**config.mk**
```make
export PLATFORM = sky130hd
export DESIGN_NAME = aes_byte_frontend_flat
export DESIGN_NICKNAME = d
export VERILOG_FILES = /design/src/rtl/aes_byte_frontend_if.sv /design/src/rtl/aes_byte_frontend.sv /design/src/flat_wrapper.sv
export SDC_FILE = /design/constraint.sdc
export NUM_CORES = 1
export LEC_CHECK = 0
export ABC_AREA = 1
export CELL_PAD_IN_SITES_DETAIL_PLACEMENT = 0
export CELL_PAD_IN_SITES_GLOBAL_PLACEMENT = 1
export CORE_ASPECT_RATIO = 1.75
export CORE_MARGIN = 3
export CORE_UTILIZATION = 40
export DETAILED_ROUTE_END_ITERATION = 10
export PLACE_DENSITY_LB_ADDON = 0.1
export SYNTH_ARGS = -nofsm -noshare
export SYNTH_HDL_FRONTEND = slang
export SYNTH_SLANG_ARGS = --single-unit
export TNS_END_PERCENT = 10
```
**constraint.sdc**
```tcl
create_clock -name clk -period 3.5 [get_ports clk]
set_clock_uncertainty 0.1 [all_clocks]
set_input_delay 0.7 -clock clk [delete_from_list [all_inputs] [get_ports clk]]
set_output_delay 0.7 -clock clk [all_outputs]
set_load 0.05 [all_outputs]
```
**src/rtl/aes_byte_frontend_if.sv**
```systemverilog
// Byte-stream and core-side bundle for aes_byte_frontend.
// master = host/core side, slave = the frontend itself.
interface aes_byte_frontend_if;
    logic [7:0]   in_data;
    logic         in_valid;
    logic         in_ready;
    logic         key_reuse;
    logic [7:0]   out_data;
    logic         out_valid;
    logic         out_ready;
    logic [127:0] aes_key;
    logic [127:0] aes_plaintext;
    logic         aes_trigger;
    logic [127:0] aes_ciphertext;
    logic         aes_done;
    logic         busy;
    logic         error;

    modport master (
        output in_data, in_valid, key_reuse, out_ready, aes_ciphertext, aes_done,
        input  in_ready, out_data, out_valid, aes_key, aes_plaintext, aes_trigger, busy, error
    );

    modport slave (
        input  in_data, in_valid, key_reuse, out_ready, aes_ciphertext, aes_done,
        output in_ready, out_data, out_valid, aes_key, aes_plaintext, aes_trigger, busy, error
    );
endinterface

```
**src/rtl/aes_byte_frontend.sv**
```systemverilog
// Byte-wide front end for the AES-128 core: loads key/plaintext MSB-first,
// triggers the core, tracks its done level and streams the ciphertext back out.
module aes_byte_frontend #(
    parameter int WAIT_LIMIT = 1023
) (
    input  logic                clk,
    input  logic                reset_n,
    aes_byte_frontend_if.slave  bus
);

    typedef enum logic [2:0] {
        IDLE, LOAD_KEY, LOAD_PT, START, WAIT_LOW, WAIT_HIGH, SEND
    } state_t;

    localparam logic [15:0] WAIT_LAST = 16'(WAIT_LIMIT - 1);

    state_t         state_r, state_s;
    logic [4:0]     cnt_r;
    logic [15:0]    wait_cnt_r;
    logic [127:0]   key_r, pt_r, shift_r;
    logic           key_loaded_r, error_r;
    logic           in_ready_r, out_valid_r, trig_r, busy_r;
    logic           in_acc_s, out_acc_s, timeout_s, to_pt_s;

    assign bus.in_ready      = in_ready_r;
    assign bus.out_valid     = out_valid_r;
    assign bus.out_data      = shift_r[127:120];
    assign bus.aes_key       = key_r;
    assign bus.aes_plaintext = pt_r;
    assign bus.aes_trigger   = trig_r;
    assign bus.busy          = busy_r;
    assign bus.error         = error_r;

    // Next-state selection and transfer strobes.
    always_comb begin
        state_s   = state_r;
        in_acc_s  = bus.in_valid & in_ready_r;
        out_acc_s = out_valid_r & bus.out_ready;
        to_pt_s   = bus.key_reuse & key_loaded_r;
        timeout_s = 1'b0;
        case (state_r)
            IDLE: begin
                if (in_acc_s) begin
                    state_s = to_pt_s ? LOAD_PT : LOAD_KEY;
                end else begin
                    state_s = IDLE;
                end
            end
            LOAD_KEY: begin
                if (in_acc_s && cnt_r == 5'd15) begin
                    state_s = LOAD_PT;
                end else begin
                    state_s = LOAD_KEY;
                end
            end
            LOAD_PT: begin
                if (in_acc_s && cnt_r == 5'd15) begin
                    state_s = START;
                end else begin
                    state_s = LOAD_PT;
                end
            end
            START: state_s = WAIT_LOW;
            // A core response on the last allowed cycle still wins over the timeout.
            WAIT_LOW: begin
                if (!bus.aes_done) begin
                    state_s = WAIT_HIGH;
                end else if (wait_cnt_r >= WAIT_LAST) begin
                    state_s   = IDLE;
                    timeout_s = 1'b1;
                end else begin
                    state_s = WAIT_LOW;
                end
            end
            WAIT_HIGH: begin
                if (bus.aes_done) begin
                    state_s = SEND;
                end else if (wait_cnt_r >= WAIT_LAST) begin
                    state_s   = IDLE;
                    timeout_s = 1'b1;
                end else begin
                    state_s = WAIT_HIGH;
                end
            end
            SEND: begin
                if (out_acc_s && cnt_r == 5'd15) begin
                    state_s = IDLE;
                end else begin
                    state_s = SEND;
                end
            end
            default: state_s = IDLE;
        endcase
    end

    // State register; handshake outputs are registered from the next state.
    always_ff @(posedge clk or negedge reset_n) begin
        if (!reset_n) begin
            state_r     <= IDLE;
            in_ready_r  <= 1'b1;
            out_valid_r <= 1'b0;
            trig_r      <= 1'b0;
            busy_r      <= 1'b0;
        end else begin
            state_r     <= state_s;
            in_ready_r  <= (state_s == IDLE) || (state_s == LOAD_KEY) || (state_s == LOAD_PT);
            out_valid_r <= (state_s == SEND);
            trig_r      <= (state_s == START);
            busy_r      <= (state_s != IDLE);
        end
    end

    // Datapath: load shift registers, counters, key_loaded and sticky error.
    always_ff @(posedge clk or negedge reset_n) begin
        if (!reset_n) begin
            cnt_r        <= 5'd0;
            wait_cnt_r   <= 16'd0;
            key_r        <= 128'd0;
            pt_r         <= 128'd0;
            shift_r      <= 128'd0;
            key_loaded_r <= 1'b0;
            error_r      <= 1'b0;
        end else begin
            case (state_r)
                IDLE: begin
                    if (in_acc_s) begin
                        error_r <= 1'b0;
                        cnt_r   <= 5'd1;
                        if (to_pt_s) begin
                            pt_r <= {pt_r[119:0], bus.in_data};
                        end else begin
                            key_r <= {key_r[119:0], bus.in_data};
                        end
                    end
                end
                LOAD_KEY: begin
                    if (in_acc_s) begin
                        key_r <= {key_r[119:0], bus.in_data};
                        if (cnt_r == 5'd15) begin
                            cnt_r        <= 5'd0;
                            key_loaded_r <= 1'b1;
                        end else begin
                            cnt_r <= cnt_r + 5'd1;
                        end
                    end
                end
                LOAD_PT: begin
                    if (in_acc_s) begin
                        pt_r  <= {pt_r[119:0], bus.in_data};
                        cnt_r <= cnt_r + 5'd1;
                    end
                end
                START: begin
                    wait_cnt_r <= 16'd0;
                    cnt_r      <= 5'd0;
                end
                WAIT_LOW, WAIT_HIGH: begin
                    if (wait_cnt_r != 16'hFFFF) begin
                        wait_cnt_r <= wait_cnt_r + 16'd1;
                    end
                    if (timeout_s) begin
                        error_r <= 1'b1;
                    end
                    if (state_r == WAIT_HIGH && bus.aes_done) begin
                        shift_r <= bus.aes_ciphertext;
                    end
                end
                SEND: begin
                    if (out_acc_s) begin
                        shift_r <= {shift_r[119:0], 8'h00};
                        cnt_r   <= cnt_r + 5'd1;
                    end
                end
                default: begin
                    cnt_r <= 5'd0;
                end
            endcase
        end
    end

endmodule

```
**src/flat_wrapper.sv**
```systemverilog
// flat-port wrapper written by rule: the top's interface ports become plain ports
module aes_byte_frontend_flat 
#(
    parameter int WAIT_LIMIT = 1023
)
  (clk, reset_n, bus_in_data, bus_in_valid, bus_key_reuse, bus_out_ready, bus_aes_ciphertext, bus_aes_done, bus_in_ready, bus_out_data, bus_out_valid, bus_aes_key, bus_aes_plaintext, bus_aes_trigger, bus_busy, bus_error);
  aes_byte_frontend_if bus_i ();
  input  logic clk;
  input  logic reset_n;
  input wire logic [$bits(bus_i.in_data)-1:0] bus_in_data;
  input wire logic [$bits(bus_i.in_valid)-1:0] bus_in_valid;
  input wire logic [$bits(bus_i.key_reuse)-1:0] bus_key_reuse;
  input wire logic [$bits(bus_i.out_ready)-1:0] bus_out_ready;
  input wire logic [$bits(bus_i.aes_ciphertext)-1:0] bus_aes_ciphertext;
  input wire logic [$bits(bus_i.aes_done)-1:0] bus_aes_done;
  output wire logic [$bits(bus_i.in_ready)-1:0] bus_in_ready;
  output wire logic [$bits(bus_i.out_data)-1:0] bus_out_data;
  output wire logic [$bits(bus_i.out_valid)-1:0] bus_out_valid;
  output wire logic [$bits(bus_i.aes_key)-1:0] bus_aes_key;
  output wire logic [$bits(bus_i.aes_plaintext)-1:0] bus_aes_plaintext;
  output wire logic [$bits(bus_i.aes_trigger)-1:0] bus_aes_trigger;
  output wire logic [$bits(bus_i.busy)-1:0] bus_busy;
  output wire logic [$bits(bus_i.error)-1:0] bus_error;
  assign bus_i.in_data = bus_in_data;
  assign bus_i.in_valid = bus_in_valid;
  assign bus_i.key_reuse = bus_key_reuse;
  assign bus_i.out_ready = bus_out_ready;
  assign bus_i.aes_ciphertext = bus_aes_ciphertext;
  assign bus_i.aes_done = bus_aes_done;
  assign bus_in_ready = bus_i.in_ready;
  assign bus_out_data = bus_i.out_data;
  assign bus_out_valid = bus_i.out_valid;
  assign bus_aes_key = bus_i.aes_key;
  assign bus_aes_plaintext = bus_i.aes_plaintext;
  assign bus_aes_trigger = bus_i.aes_trigger;
  assign bus_busy = bus_i.busy;
  assign bus_error = bus_i.error;
  aes_byte_frontend #(.WAIT_LIMIT(WAIT_LIMIT)) u_core (.clk(clk), .reset_n(reset_n), .bus(bus_i));
endmodule
```
Word level (Yosys, flattened, before mapping) --
Cells that the tools add are included.
Storage, ports and cells: input bits 142, word-level logic and storage cells 97, flip-flop bits (word level) 414
Cells by class: bitwise logic cells 4, reduce and logical (&&, ||, !) cells 21, muxes and demuxes 36, equal/unequal tests 21, $lt $le $gt $ge 1, $add $sub $neg 2
Operator list (count):
- 2-to-1 mux 128 bit | 8
- one-hot mux 128 bit (2 select lines) | 3
- one-hot mux 16 bit (2 select lines) | 1
- 2-to-1 mux 5 bit | 5
- one-hot mux 5 bit (5 select lines) | 1
- one-hot mux 3 bit (7 select lines) | 1
- 2-to-1 mux 3 bit | 6
- adder 16 x 1 -> 16 bit (second input constant) | 1
- greater-or-equal comparator 16 x 10 -> 1 bit (second input constant) | 1
- 2-to-1 mux 16 bit | 1
- != test 16 bit (second input constant) | 1
- != test 2 x 1 -> 1 bit (second input constant) | 8
- equality test 3 x 2 -> 1 bit (second input constant) | 4
- equality test 3 bit (second input constant) | 4
- nonzero test 2 bit | 5
- AND reduction 3 bit | 3
- AND reduction 4 bit | 2
- equality test 3 x 1 -> 1 bit (second input constant) | 2
- logical NOT 3 bit | 2
- 2-to-1 mux 1 bit | 6
- adder 5 x 1 -> 5 bit (second input constant) | 1
- equality test 5 x 4 -> 1 bit (second input constant) | 1
- AND reduction 5 bit | 1
- 2-to-1 mux 2 bit | 2
- 9 further kinds | 15

Logic depth before layout (Yosys ltp) --
depth after elaboration 7, depth in mapped cells 13, mapped depth without buffers 13

Worst setup path before layout --
Ideal clock, no wire load.
kind input port to flip-flop, start input bus_key_reuse, end register u_core.pt_r[16], in the netlist u_core.bus.aes_plaintext[16], data required time 3.267 ns, path buffers 2, stages 6, slack 1.558 ns, arrival 1.709 ns, path through nand2_1 inv_1 o2111ai_1 clkbuf_1 clkbuf_1 a21oi_1
On the way: word-level cells in the longest chain between the ends 3
Ends and longest elaborated chain:
- start: declaration | line flat_wrapper.sv:12 | input wire logic [$bits(bus_i.key_reuse)-1:0] bus_key_reuse;
- AND 1 bit | line aes_byte_frontend.sv:39 | to_pt_s = bus.key_reuse & key_loaded_r;
- != test 2 x 1 -> 1 bit (no line)
- AND reduction 4 bit (no line)
- end signal: assignment | line aes_byte_frontend.sv:130 | pt_r <= {pt_r[119:0], bus.in_data};
- end signal: assignment | line aes_byte_frontend.sv:149 | pt_r <= {pt_r[119:0], bus.in_data};
- end: declaration | line aes_byte_frontend.sv:20 | logic [127:0] key_r, pt_r, shift_r;
Every way passes these cells. A chain may end at the register's enable or synchronous reset.

Final worst setup path --
start register u_core.in_ready_r, in the netlist u_core.bus.in_ready, end output bus_in_ready
RTL lines:
- start: declaration | line aes_byte_frontend.sv:22 | logic in_ready_r, out_valid_r, trig_r, busy_r;
- start signal: assignment | line aes_byte_frontend.sv:106 | in_ready_r <= (state_s == IDLE) || (state_s == LOAD_KEY) || (state_s == LOAD_PT);
- end: declaration | line flat_wrapper.sv:16 | output wire logic [$bits(bus_i.in_ready)-1:0] bus_in_ready;
No word-level cell between the ends.

==> results.sh <==
export IMPL_final_seq_area_um2=10360
export IMPL_cp_num_buf_inv=1
export IMPL_coreArea_um2=42920
export IMPL_ys_seq_area_share_pct=59.23
export IMPL_arrival_ps=1900
export IMPL_ys_types=33
export IMPL_whs_ps=12.65
export IMPL_drive_gt1_share_pct=4.713
export IMPL_cts_htree_levels=2
export IMPL_power_frac_comb_pct=51.9
export IMPL_numPortBuffers=410
export IMPL_synth_edf_count=0
export IMPL_place_area_um2=22060
export IMPL_multi_input_area_um2=5405
export IMPL_ys_ff_latch=414
export IMPL_drv_cap=0
export IMPL_rsz0062_at_grt="false"
export IMPL_cts_reportedPaths_clkPinSlew_ps=60
export IMPL_leakagePower_nw=11.10
export IMPL_crit_type="reg2out"
export IMPL_syn_area_um2=17490
export IMPL_cts_buffers=40
export IMPL_p_int_mw=14.44
export IMPL_fin_area_um2=23550
export IMPL_pwr_share_clk_pct=17.7
export IMPL_slew_violations=0
export IMPL_gp_congestion=0.8532
export IMPL_postSynth_topFlopCell="dfrtp_1"
export IMPL_hp_class="in2async"
export IMPL_first_pass_iters=5
export IMPL_period_minus_slack_ps=2695
export IMPL_ctsRootBufferMaster="clkbuf_16"
export IMPL_clockBufferDepth=3
export IMPL_drtIter0Drc=912
export IMPL_grt_pass1_wl_um=78130
export IMPL_finalCritPeriodShare_pct=77.01
export IMPL_swShare_pct=47.68
export IMPL_grt_pass1_vias=13920
export IMPL_synthArstFlopShare_pct=100.0
export IMPL_ff2ff_path_depth=9
export IMPL_worstSkewPairLatency_ps=540
export IMPL_synthCells=2025
export IMPL_num_rows=100
export IMPL_stdcell_count=2986
export IMPL_status="complete, no violations"
export IMPL_switchingPower_mw=13.16
export IMPL_critPathMaxStageDelay_ps=820
export IMPL_initial_core_util_pct=40.76
export IMPL_routed_wl_um=50560
export IMPL_overflow=0
export IMPL_dieHeight_um=282.6
export IMPL_area_growth_pct=34.63
export IMPL_final_nets=2534
export IMPL_n_fill_cell=4029
export IMPL_end_kind="output port"
export IMPL_route_vias_total=14040
export IMPL_power_density_nw_per_um2=1172
export IMPL_rr_endpoint="u_core.shift_r[80]"
export IMPL_drc=0
export IMPL_ir_drop_v=0.0007747
export IMPL_seq_power_share_pct=30.4
export IMPL_clock_sinks=414
export IMPL_r2r_slack_ps=1210
export IMPL_worst_slew_pin_slew_ps=697.4
export IMPL_grt_max_degree=114
export IMPL_die_area_um2=46380
export IMPL_cts_tree="built"
export IMPL_path_cells="clkdlybuf4s50_1"
export IMPL_die_w_um=164.1
export IMPL_final_hold_viol_count=0
export IMPL_tns_ps=0
export IMPL_synthesis_nets=2172
export IMPL_post_place_ws_ps=642.8
export IMPL_post_cts_buffers=0
export IMPL_global_route_usage_total_pct=21.49
export IMPL_final_core_util_pct=54.87
export IMPL_dp_cells=2906
export IMPL_ant_nets=0
export IMPL_required_ps=2700
export IMPL_cts_hold_buf=0
export IMPL_setup_violations=0
export IMPL_crit_slowest_cell="clkdlybuf4s50_1"
export IMPL_critPathTopFamily="buffers and inverters"
export IMPL_slew_headroom_pct=53.36
export IMPL_boundaryPins=411
export IMPL_dp_hpwl_um=36890
export IMPL_clock_fmax_mhz=371.0
export IMPL_ctsResizeCount=0
export IMPL_antenna_found_initial=6
export IMPL_setup_ws_ps=804.7
export IMPL_syn_area_per_cell_um2=8.639
export IMPL_vias_per_cell=4.702
export IMPL_wire_per_inst_um=16.93
export IMPL_startpoint_type="flip-flop"
export IMPL_cp_max_fo=2
export IMPL_worstReg2RegStart="u_core.state_r[2]"
export IMPL_power_mw=27.60
export IMPL_ys_warnings_count=0
==> per-layer routing <==
metal	share of wire, %	track usage (%)
met4	4.0	8.726
met1	39	25.13
met5	0	0
met2	52	38.18
met3	5.5	4.484
==> Yosys cell counts (2+ instances only) <==
library cell	count	area, um2
nand3_1	29	145.1
buf_1	3	11.26
buf_2	53	265.3
inv_1	283	1062
xnor2_1	2	17.52
clkbuf_1	29	108.9
nor2_1	162	608.1
nor2_2	2	12.51
inv_2	3	11.26
nor3_1	3	15.01
xor2_1	5	43.79
buf_4	30	225.2
nand2_1	446	1674
o21ai_1	113	565.5
nand4_1	2	12.51
o21ai_0	290	1451
buf_6	7	78.83
ha_1	5	62.56
a21oi_1	132	660.6
dfrtp_1	413	10330
==> power groups by stage <==
stage,Sequential (mW),Combinational (mW),Clock [mW]
final,8.38,14.3,4.90
after floorplan,13.1,4.83,0
after global routing,8.64,15.5,5.24
after global placement,8.42,14.3,0
after CTS,8.41,14.5,5.05
after detailed placement,8.46,14.4,0
==> flip-flops by register name (all words and copies together) (netlist names) <==
signal / cells
u_core.bus.aes_key: 128
u_core.bus.aes_plaintext: 128
u_core.bus.aes_trigger: 1
u_core.bus.busy: 1
u_core.bus.error: 1
u_core.bus.in_ready: 1
u_core.bus.out_valid: 1
u_core.cnt_r: 5
u_core.key_loaded_r: 1
u_core.shift_r: 128
u_core.state_r: 3
u_core.wait_cnt_r: 16
==> cell families (layout without fill, tap and decap cells) <==
kind of cell	count (synthesis)	in the layout	share of synthesized area [%]
adder cells (fa/ha/maj)	5	5	0.3576
XOR/XNOR	7	7	0.3505
AND/OR/NAND/NOR	650	650	14.41
AO/OA/AOI/OAI	540	540	15.55
other	0	6	0
flip-flops	414	414	59.23
buffers and inverters	409	803	10.10
==> worst max-delay path by stage <==
stage,start,endpoint,slack (ps),cells after the start
final,u_core.bus.in_ready,bus_in_ready,800,1
after floorplan,bus_key_reuse,u_core.bus.aes_plaintext[16],1560,6
after global placement,bus_in_valid,u_core.bus.aes_plaintext[76],690,7
after detailed placement,bus_in_valid,u_core.bus.aes_plaintext[47],640,7
after CTS,u_core.bus.in_ready,bus_in_ready,760,1
after global routing,u_core.bus.in_ready,bus_in_ready,760,1
==> final cells by class <==
class | instances | area share [%]
sequential | 414 | 44.00
timing repair buffer | 442 | 19.16
multi-input combinational | 1202 | 22.95
tap | 561 | 2.981
clock buffer | 52 | 4.702
antenna | 6 | 0.06376
clock inverter | 22 | 1.573
inverter | 287 | 4.574
==> placed cells by master (no fill, tap or decap) <==
master / Yosys / layout
a21oi_1: 132 / 132
a21oi_4: 0 / 1
a31oi_1: 1 / 1
buf_12: 0 / 13
buf_4: 30 / 19
buf_8: 0 / 1
bufinv_16: 0 / 10
clkbuf_1: 29 / 7
clkbuf_16: 0 / 41
clkbuf_8: 0 / 4
clkdlybuf4s50_1: 0 / 409
clkinv_1: 1 / 1
clkinv_2: 0 / 9
clkinvlp_4: 0 / 1
dfrtp_1: 413 / 413
dfstp_2: 1 / 1
diode_2: 0 / 6
ha_1: 5 / 5
inv_1: 283 / 283
inv_2: 3 / 3
inv_6: 0 / 2
nand2_1: 446 / 445
nand2_4: 1 / 2
nand3_1: 29 / 29
nand3b_1: 1 / 1
nand4_1: 2 / 2
nor2_1: 162 / 162
nor2_2: 2 / 2
nor2_4: 1 / 1
nor3_1: 3 / 3
nor3_2: 1 / 1
nor3b_1: 1 / 1
o2111ai_4: 0 / 1
o21ai_0: 290 / 290
o21ai_1: 113 / 113
o21bai_1: 1 / 1
o21bai_4: 0 / 1
or2_2: 1 / 1
xnor2_1: 2 / 2
xor2_1: 5 / 5
(Power assumes the default switching activity.)
